<file path="src/rtl/relm_adc_seq.sv">
// rtl/relm_adc_seq.sv - relm push/pop sequencer for an 8-channel 12-bit serial ADC
//
// One request on the push port runs a two-frame SPI transaction against an
// ADC128S022-class converter. Frame 1 loads the channel address into the
// ADC's mux. Frame 2 returns that channel's sample. The tagged sample is then
// held in a single-entry result register until it is popped.
//
// Ports:
//   clk, rst       system clock, synchronous active-high reset
//   cmd_d          push port: [WD] strobe, [2:0] channel
//   cmd_retry      1 = push not accepted this cycle
//   res_d          pop port request: [WD] strobe
//   res_q          pop data: [WD] retry, [14:12] channel, [11:0] sample
//   adc_cs_n_out   ADC chip select, active low
//   adc_saddr_out  ADC address line (DIN)
//   adc_sdat_in    ADC data line (DOUT), asynchronous to clk
//   adc_sclk_out   ADC serial clock, idles high
module relm_adc_seq #(
  parameter int WD  = 32,
  parameter int DIV = 8
) (
  input  logic        clk,
  input  logic        rst,
  input  logic [WD:0] cmd_d,
  output logic        cmd_retry,
  input  logic [WD:0] res_d,
  output logic [WD:0] res_q,
  output logic        adc_cs_n_out,
  output logic        adc_saddr_out,
  input  logic        adc_sdat_in,
  output logic        adc_sclk_out
);

  typedef enum logic [2:0] {
    S_IDLE  = 3'd0,
    S_SETUP = 3'd1,
    S_LOW   = 3'd2,
    S_HIGH  = 3'd3,
    S_HOLD  = 3'd4,
    S_GAP   = 3'd5
  } state_t;

  localparam logic [7:0] DIV_LAST = 8'(DIV - 1);
  localparam logic [4:0] BIT_LAST = 5'd31;
  // Frame 2, frame bit 4: first bit carrying sample data (DB11).
  localparam logic [4:0] BIT_CAP0 = 5'd20;

  state_t      r_state, w_state_nxt;
  logic [7:0]  r_div_cnt, w_div_nxt;
  logic [4:0]  r_bit, w_bit_nxt;
  logic [2:0]  r_ch;
  logic [11:0] r_sample;
  logic [1:0]  r_sync;
  logic        r_valid;
  logic        r_cs_n, r_sclk, r_saddr;
  logic [WD:0] r_res_q;

  logic       w_div_last, w_accept, w_capture, w_done, w_pop;
  logic       w_cs_n_nxt, w_sclk_nxt, w_saddr_nxt;
  logic [3:0] w_k_nxt;
  logic       w_unused;

  assign w_unused   = ^{cmd_d[WD-1:3], res_d[WD-1:0]};
  assign cmd_retry  = (r_state != S_IDLE) || r_valid;
  assign w_div_last = (r_div_cnt == DIV_LAST);
  // res_q trails r_valid by one cycle. A pop counts only once the data is
  // actually visible on res_q, so a pop can never discard an unseen result.
  assign w_pop      = res_d[WD] && r_valid && !r_res_q[WD];

  assign res_q         = r_res_q;
  assign adc_cs_n_out  = r_cs_n;
  assign adc_sclk_out  = r_sclk;
  assign adc_saddr_out = r_saddr;

  always_comb begin
    w_state_nxt = r_state;
    w_div_nxt   = 8'd0;
    w_bit_nxt   = r_bit;
    w_accept    = 1'b0;
    w_capture   = 1'b0;
    w_done      = 1'b0;

    if (r_state != S_IDLE) begin
      w_div_nxt = w_div_last ? 8'd0 : r_div_cnt + 8'd1;
    end

    case (r_state)
      S_IDLE: begin
        if (cmd_d[WD] && !r_valid) begin
          w_accept    = 1'b1;
          w_state_nxt = S_SETUP;
          w_bit_nxt   = 5'd0;
        end
      end
      S_SETUP: if (w_div_last) w_state_nxt = S_LOW;
      S_LOW:   if (w_div_last) w_state_nxt = S_HIGH;
      S_HIGH: begin
        if (w_div_last) begin
          w_capture = (r_bit >= BIT_CAP0);
          if (r_bit == BIT_LAST) begin
            w_state_nxt = S_HOLD;
            w_bit_nxt   = 5'd0;
          end else begin
            w_state_nxt = S_LOW;
            w_bit_nxt   = r_bit + 5'd1;
          end
        end
      end
      S_HOLD:  if (w_div_last) w_state_nxt = S_GAP;
      S_GAP: begin
        if (w_div_last) begin
          w_state_nxt = S_IDLE;
          w_done      = 1'b1;
        end
      end
      default: w_state_nxt = S_IDLE;
    endcase

    // Pins are registered from the next state so they switch on the same
    // edge as the state. The address bit therefore appears with the falling
    // SCLK and holds through the rising edge where the ADC samples it.
    w_k_nxt     = w_bit_nxt[3:0];
    w_cs_n_nxt  = (w_state_nxt == S_IDLE) || (w_state_nxt == S_GAP);
    w_sclk_nxt  = (w_state_nxt != S_LOW);
    w_saddr_nxt = 1'b0;
    if ((w_state_nxt == S_LOW) || (w_state_nxt == S_HIGH)) begin
      case (w_k_nxt)
        4'd2:    w_saddr_nxt = r_ch[2];
        4'd3:    w_saddr_nxt = r_ch[1];
        4'd4:    w_saddr_nxt = r_ch[0];
        default: w_saddr_nxt = 1'b0;
      endcase
    end
  end

  always_ff @(posedge clk) begin
    if (rst) begin
      r_state   <= S_IDLE;
      r_div_cnt <= 8'd0;
      r_bit     <= 5'd0;
      r_ch      <= 3'd0;
      r_sample  <= 12'd0;
      r_sync    <= 2'd0;
      r_valid   <= 1'b0;
      r_cs_n    <= 1'b1;
      r_sclk    <= 1'b1;
      r_saddr   <= 1'b0;
      r_res_q   <= {1'b1, {WD{1'b0}}};
    end else begin
      r_state   <= w_state_nxt;
      r_div_cnt <= w_div_nxt;
      r_bit     <= w_bit_nxt;
      r_sync    <= {r_sync[0], adc_sdat_in};
      r_cs_n    <= w_cs_n_nxt;
      r_sclk    <= w_sclk_nxt;
      r_saddr   <= w_saddr_nxt;
      if (w_accept) r_ch <= cmd_d[2:0];
      if (w_capture) r_sample <= {r_sample[10:0], r_sync[1]};
      if (w_done) begin
        r_valid <= 1'b1;
      end else if (w_pop) begin
        r_valid <= 1'b0;
      end
      r_res_q <= r_valid ? {1'b0, {(WD-15){1'b0}}, r_ch, r_sample}
                         : {1'b1, {WD{1'b0}}};
    end
  end

endmodule
</file>
<file path="config.mk">
export PLATFORM = sky130hd
export DESIGN_NAME = relm_adc_seq
export DESIGN_NICKNAME = d
export VERILOG_FILES = /design/src/rtl/relm_adc_seq.sv
export SDC_FILE = /design/constraint.sdc
export NUM_CORES = 1
export LEC_CHECK = 0
export CORE_MARGIN = 2
export CORE_UTILIZATION = 37
export DETAILED_ROUTE_END_ITERATION = 16
export GPL_TIMING_DRIVEN = 0
export MAX_ROUTING_LAYER = met4
export PLACE_DENSITY = 0.88
export SKIP_CTS_REPAIR_TIMING = 1
export SYNTH_ARGS = -nofsm -noshare
export SYNTH_HDL_FRONTEND = slang
export SYNTH_SLANG_ARGS = --single-unit
</file>
<file path="constraint.sdc">
create_clock -name clk -period 1.9 [get_ports clk]
set_input_delay 0.38 -clock clk [delete_from_list [all_inputs] [get_ports clk]]
set_output_delay 0.38 -clock clk [all_outputs]
set_load 0.03 [all_outputs]
</file>
## Word level (Yosys, flattened, before mapping)

Cells that the tools add are included.

- Register bits: 70
- Output and inout bits: 37

- Add/sub/neg operators: 2
- $lt $le $gt $ge: 1
- Eq/ne operators: 16
- Mux-type cells: 22
- Bitwise operators: 3
- Reduce and logical (&&, ||, !) cells: 17

Operators with widths:

| kind | number |
|---|---|
| 33-bit 2-to-1 mux | 1 |
| 3-bit 2-to-1 mux | 7 |
| 3-bit case mux with 6 select lines | 1 |
| 5-bit 2-to-1 mux | 3 |
| 3-bit by 2-bit == test with 1-bit output (second input constant) | 4 |
| 5-bit case mux with 2 select lines | 1 |
| 3-bit == test (second input constant) | 3 |
| 8-bit by 1-bit adder with 8-bit output (second input constant) | 1 |
| 4-bit by 2-bit == test with 1-bit output (second input constant) | 2 |
| 8-bit by 3-bit == test with 1-bit output (second input constant) | 1 |
| 1-bit 2-to-1 mux | 8 |
| 3-bit logical NOT | 2 |
| 5-bit by 1-bit adder with 5-bit output (second input constant) | 1 |
| 5-bit == test (second input constant) | 1 |
| 5-bit greater-or-equal comparator (second input constant) | 1 |
| 4-bit by 3-bit == test with 1-bit output (second input constant) | 1 |
| 2-bit inequality test (second input constant) | 2 |
| 2-bit nonzero test | 2 |
| 2-bit OR reduction | 2 |
| 3-bit by 1-bit == test with 1-bit output (second input constant) | 1 |
| 1-bit logical AND | 3 |
| 1-bit logical OR | 3 |
| 3-bit by 2-bit inequality test with 1-bit output (second input constant) | 1 |
| 1-bit inverter | 3 |
| 5 further kinds | 6 |

## Depth between registers and ports, before layout

Gate-level depths: netlist of run 1.

- Depth in word-level cells: 8
- Gate-level depth with buffers: 8

## Worst setup path before layout of run 1

OpenSTA, ideal clock, no wires.

- Path type: flip-flop to flip-flop
- Start point: register r_state[0]
- End point: register r_saddr (netlist: adc_saddr_out)
- Setup time: 0.058 ns
- Arrival time: 2.124 ns
- Data required time: 1.842 ns
- Path slack: -0.282 ns
- Cell stages (with the launch flop): 8
- Path buffers: 2
- Cell sequence: dfxtp_1 buf_6 or4_4 or2_1 buf_6 a311o_1 a311oi_1 o211a_1

- Longest elaborated chain between the ends: 6

RTL lines:

| item | line | text |
|---|---|---|
| start, declared | 48 | `state_t r_state, w_state_nxt;` |
| start signal, assigned | 150 | `r_state <= w_state_nxt;` |
| 3-bit == test (tied with other cells) | 87 | `case (r_state)` |
| 3-bit case mux with 6 select lines | 87 |  |
| 3-bit by 2-bit == test with 1-bit output | 126 | `if ((w_state_nxt == S_LOW) \|\| (w_state_nxt == S_HIGH)) begin` |
| 1-bit logical OR | 126 |  |
| 1-bit inverter (no source line) | -- |  |
| 2-bit OR reduction (no source line) | -- |  |
| end signal, assigned | 156 | `r_saddr <= w_saddr_nxt;` |
| end, declared | 55 | `logic r_cs_n, r_sclk, r_saddr;` |

Parallel ways exist; a longest one is shown, timed or not.
A chain may end at the register's enable or synchronous reset.

## Worst setup path in the final report of run 1

- Start point: register r_bit[0]
- End point: register r_saddr (netlist: adc_saddr_out)

- Longest elaborated chain between the ends: 8

RTL lines:

| item | line | text |
|---|---|---|
| start, declared | 50 | `logic [4:0] r_bit, w_bit_nxt;` |
| start signal, assigned | 152 | `r_bit <= w_bit_nxt;` |
| parallel branches: the longest is 8 deep, another holds 5-bit by 1-bit adder with 5-bit output | -- |  |

Parallel ways; which one is timed is not known. The select of a mux whose other input is x is not followed.

==> reports/summary.txt, run 1 <==
post-DP HPWL = 3020 um
die width = 81.5 um
CTS tree = yes
H-tree Lvls = 2
number of global-route vias before repair = 1533
via/cell ratio = 4.83
global route overflow = 0
Crit path largest cell delay = 0.41 ns
Setup crit start kind = flop
RR Startpoint = r_bit[0]$_SDFF_PP0_
setup tns final = -0.200 ns
slowest CP cell = dfxtp_4
Worst VDD drop = 419 uV
DR WL/cell = 12.3 um
CTS root buf = clkbuf_8
crit path max fanout = 6
top-area cell type share of the netlist area = 0.478
Clock Sink Count = 53
Peak Freq = 476 MHz
skew final = 0.0103 ns
worst path arrival time = 2.35 ns
CTS clk-pin slew, worst paths = 0.09 ns
worst path bufs/invs = 0
final setup margin = -0.200 ns
1st-iter DRT viols = 145
Crit path top cell by count = ha_4
full die area = 6640 um2
Critical Path RT = 2.15 ns
worst setup path start = r_bit[0]$_SDFF_PP0_
synthesized instance count = 230
routed wire length = 4530 um
global-route wire length before repair = 6730 um
antenna-violating nets left = 0
Die Y = 81.5 um
top cells by area, synth = dfxtp_1 (48%), mux2i_1 (7.2%), buf_4 (6.1%), nor2_1 (5.4%), and2_1 (3.9%)
area leader, netlist = dfxtp_1
total track usage = 0.137
hold_sp = r_sync[0]$_SDFF_PP0_
yosys warns = 0
layout cells sized above 1 = 0.209
Skew-Pair Late Insertion Delay = 0.31 ns
FFs w/ async S/R, synth = 0
Setup Crit Path Kind = flop to flop
fillcell total = 493
Hold Violations, Final = 0
Seq/Total Area, Yosys = 0.478
crit-path cells = ha_4 -> and3_4 -> ha_4 -> nor2_1 -> and4_2 -> a311o_1 -> a311oi_2 -> o211a_1
Starting Density = 0.380
port bufs = 27
worst hold margin = 0.442 ns
total CTS buffers = 5
min Tclk post-route = 2.10 ns
row cnt = 28
number of flops mapped to enable cells by yosys = 0
PwrDens = 703 nW/um2
CP top delay family = compound AO/OA/AOI/OAI gates
drt drc = 0
synthesized area per cell = 9.66 um2
Cell Area, Synth = 2220 um2
Critical Path End Type = flop
total number of vias = 1771
Core ar. = 5850 um2
final worst path period share = 1.11
final net count = 364
Distinct cells, synth = 47
Max Buffers Root-to-Sink = 2
RSZ-0062 raised after global routing = yes
Worst Hold Class = flop to flop
Final Max Slew Viols = 0
Pleak = 1.17 nW
Max-cap violations = 0
initial antenna violation count = 0
failing checks = setup timing
largest net degree at the start of global routing = 17
n_diodes = 0
Syn-to-layout area delta = 31.9%
final setup fails = 1
io pins = 106
main flop type after synthesis = dfxtp_1
outcome = finished with violations
count of state elements after synthesis = 53
DR pass1 iterations = 4
Final Wtd Congestion = 0.864
placed cells by master, fill, tap and decap left out, types with 3 or more instances in the layout:
cell	n
nand4_1	3
dfxtp_1	50
nand2_1	4
xor2_1	4
nor2b_1	5
nor2_1	31
clkbuf_8	5
nand3_1	10
a21oi_1	6
clkbuf_1	5
inv_1	8
conb_1	17
buf_4	29
clkdlybuf4s50_1	26
buf_6	4
o21ai_0	6
and2_1	14
mux2i_1	16
routing by layer:
metal | track usage | vias to the layer above | wire, um
met5 | - | - | 0
met4 | 0.0814 | 0 | 136
met3 | 0.0286 | 15 | 323
met2 | 0.226 | 72 | 2170
met1 | 0.152 | 810 | 1900
li1 | - | 874 | -
cell usage after synthesis, drive strengths merged, types with 2 or more instances:
cell / number
clkbuf: 4
o21ai: 7
nor2: 33
buf: 22
xor2: 4
inv: 8
or4: 3
nor3: 3
xnor2: 2
dfxtp: 53
and2: 14
nor2b: 5
nand3: 11
a31oi: 3
nand2: 4
nand4: 3
and3: 3
ha: 4
mux2i: 16
and4: 3
a21oi: 6
nand3b: 2
worst register-to-register path: stages (launching register included):
cell      delay, ns
dfxtp_4        0.41
ha_4           0.15
and3_4         0.20
ha_4           0.16
nor2_1         0.06
and4_2         0.25
a311o_1        0.33
a311oi_2       0.28
o211a_1        0.21
per-stage QoR:
| stage | power [mW] | worst slack [ns] | area (um2) | util | instances |
|---|---|---|---|---|---|
| final | 2.06 | -0.200 | 2930 | 0.501 | 367 |
| after global routing | 2.13 | -0.235 | 2930 | 0.501 | 367 |
| after CTS | 2.07 | -0.297 | 2760 | 0.472 | 356 |
| after detailed placement | 1.32 | -0.302 | 2650 | 0.453 | 348 |
| after global placement | 1.32 | -0.229 | 2650 | 0.453 | 348 |
| after floorplan | 1.29 | -0.0632 | 2290 | - | 246 |
area by class of cell:
class / instances / area [um2] / share of cell area
plain buffers: 26 / 195 / 0.0666
clock inverters: 2 / 38.8 / 0.0132
inverters: 8 / 30.0 / 0.0103
flip-flops and latches: 53 / 1070 / 0.365
well taps: 75 / 93.8 / 0.0320
clock buffers: 6 / 72.6 / 0.0248
repair buffers: 38 / 355 / 0.121
multi-input cells: 159 / 1070 / 0.367
state kept, by name, indices dropped and copies added (netlist names), 2 cells and up:
name       count
r_bit          5
r_ch           3
r_div_cnt      8
r_sample      12
r_state        3
r_sync         2
res_q         16
cell families after synthesis:
kind of cell / synth area share
AOI/OAI and AO/OA: 0.0738
xor gates and xnor gates: 0.0237
adders and majority gates: 0.0225
buffers and inverters: 0.0986
DFF: 0.478
muxes: 0.0721
other: 0.00169
and+or+nand+nor: 0.230
worst paths after layout:
check / depth (start not counted) / slack [ns] / end
max: 8 / -0.20 / adc_saddr_out$_SDFF_PP0_
min: 1 / 0.44 / r_sync[1]$_SDFF_PP0_
max reg2reg: 8 / -0.20 / adc_saddr_out$_SDFF_PP0_
min reg2reg: 1 / 0.44 / r_sync[1]$_SDFF_PP0_
report_power, final:
part           switching (mW)  internal (mW)  total, mW
registers             0.00598           1.12       1.12
clock network           0.357          0.396      0.753
logic                   0.102         0.0795      0.181
Power figures use the tool's default switching activity.
==> run 2, diff against run 1 <==
--- a/config.mk
+++ b/config.mk
@@ -12,6 +12,7 @@
 export MAX_ROUTING_LAYER = met4
 export PLACE_DENSITY = 0.88
 export SKIP_CTS_REPAIR_TIMING = 1
+export SLEW_MARGIN = 15
 export SYNTH_ARGS = -nofsm -noshare
 export SYNTH_HDL_FRONTEND = slang
 export SYNTH_SLANG_ARGS = --single-unit
==> results of run 2 <==
Same layout as run 1: the final DEF is identical, and so are final timing and power.
==> run 3, diff against run 2 <==
--- a/config.mk
+++ b/config.mk
@@ -12,7 +12,7 @@
 export MAX_ROUTING_LAYER = met4
 export PLACE_DENSITY = 0.88
 export SKIP_CTS_REPAIR_TIMING = 1
-export SLEW_MARGIN = 15
+export SLEW_MARGIN = 20
 export SYNTH_ARGS = -nofsm -noshare
 export SYNTH_HDL_FRONTEND = slang
 export SYNTH_SLANG_ARGS = --single-unit
==> results of run 3 <==
Same layout as run 1: the final DEF is identical, and so are final timing and power.
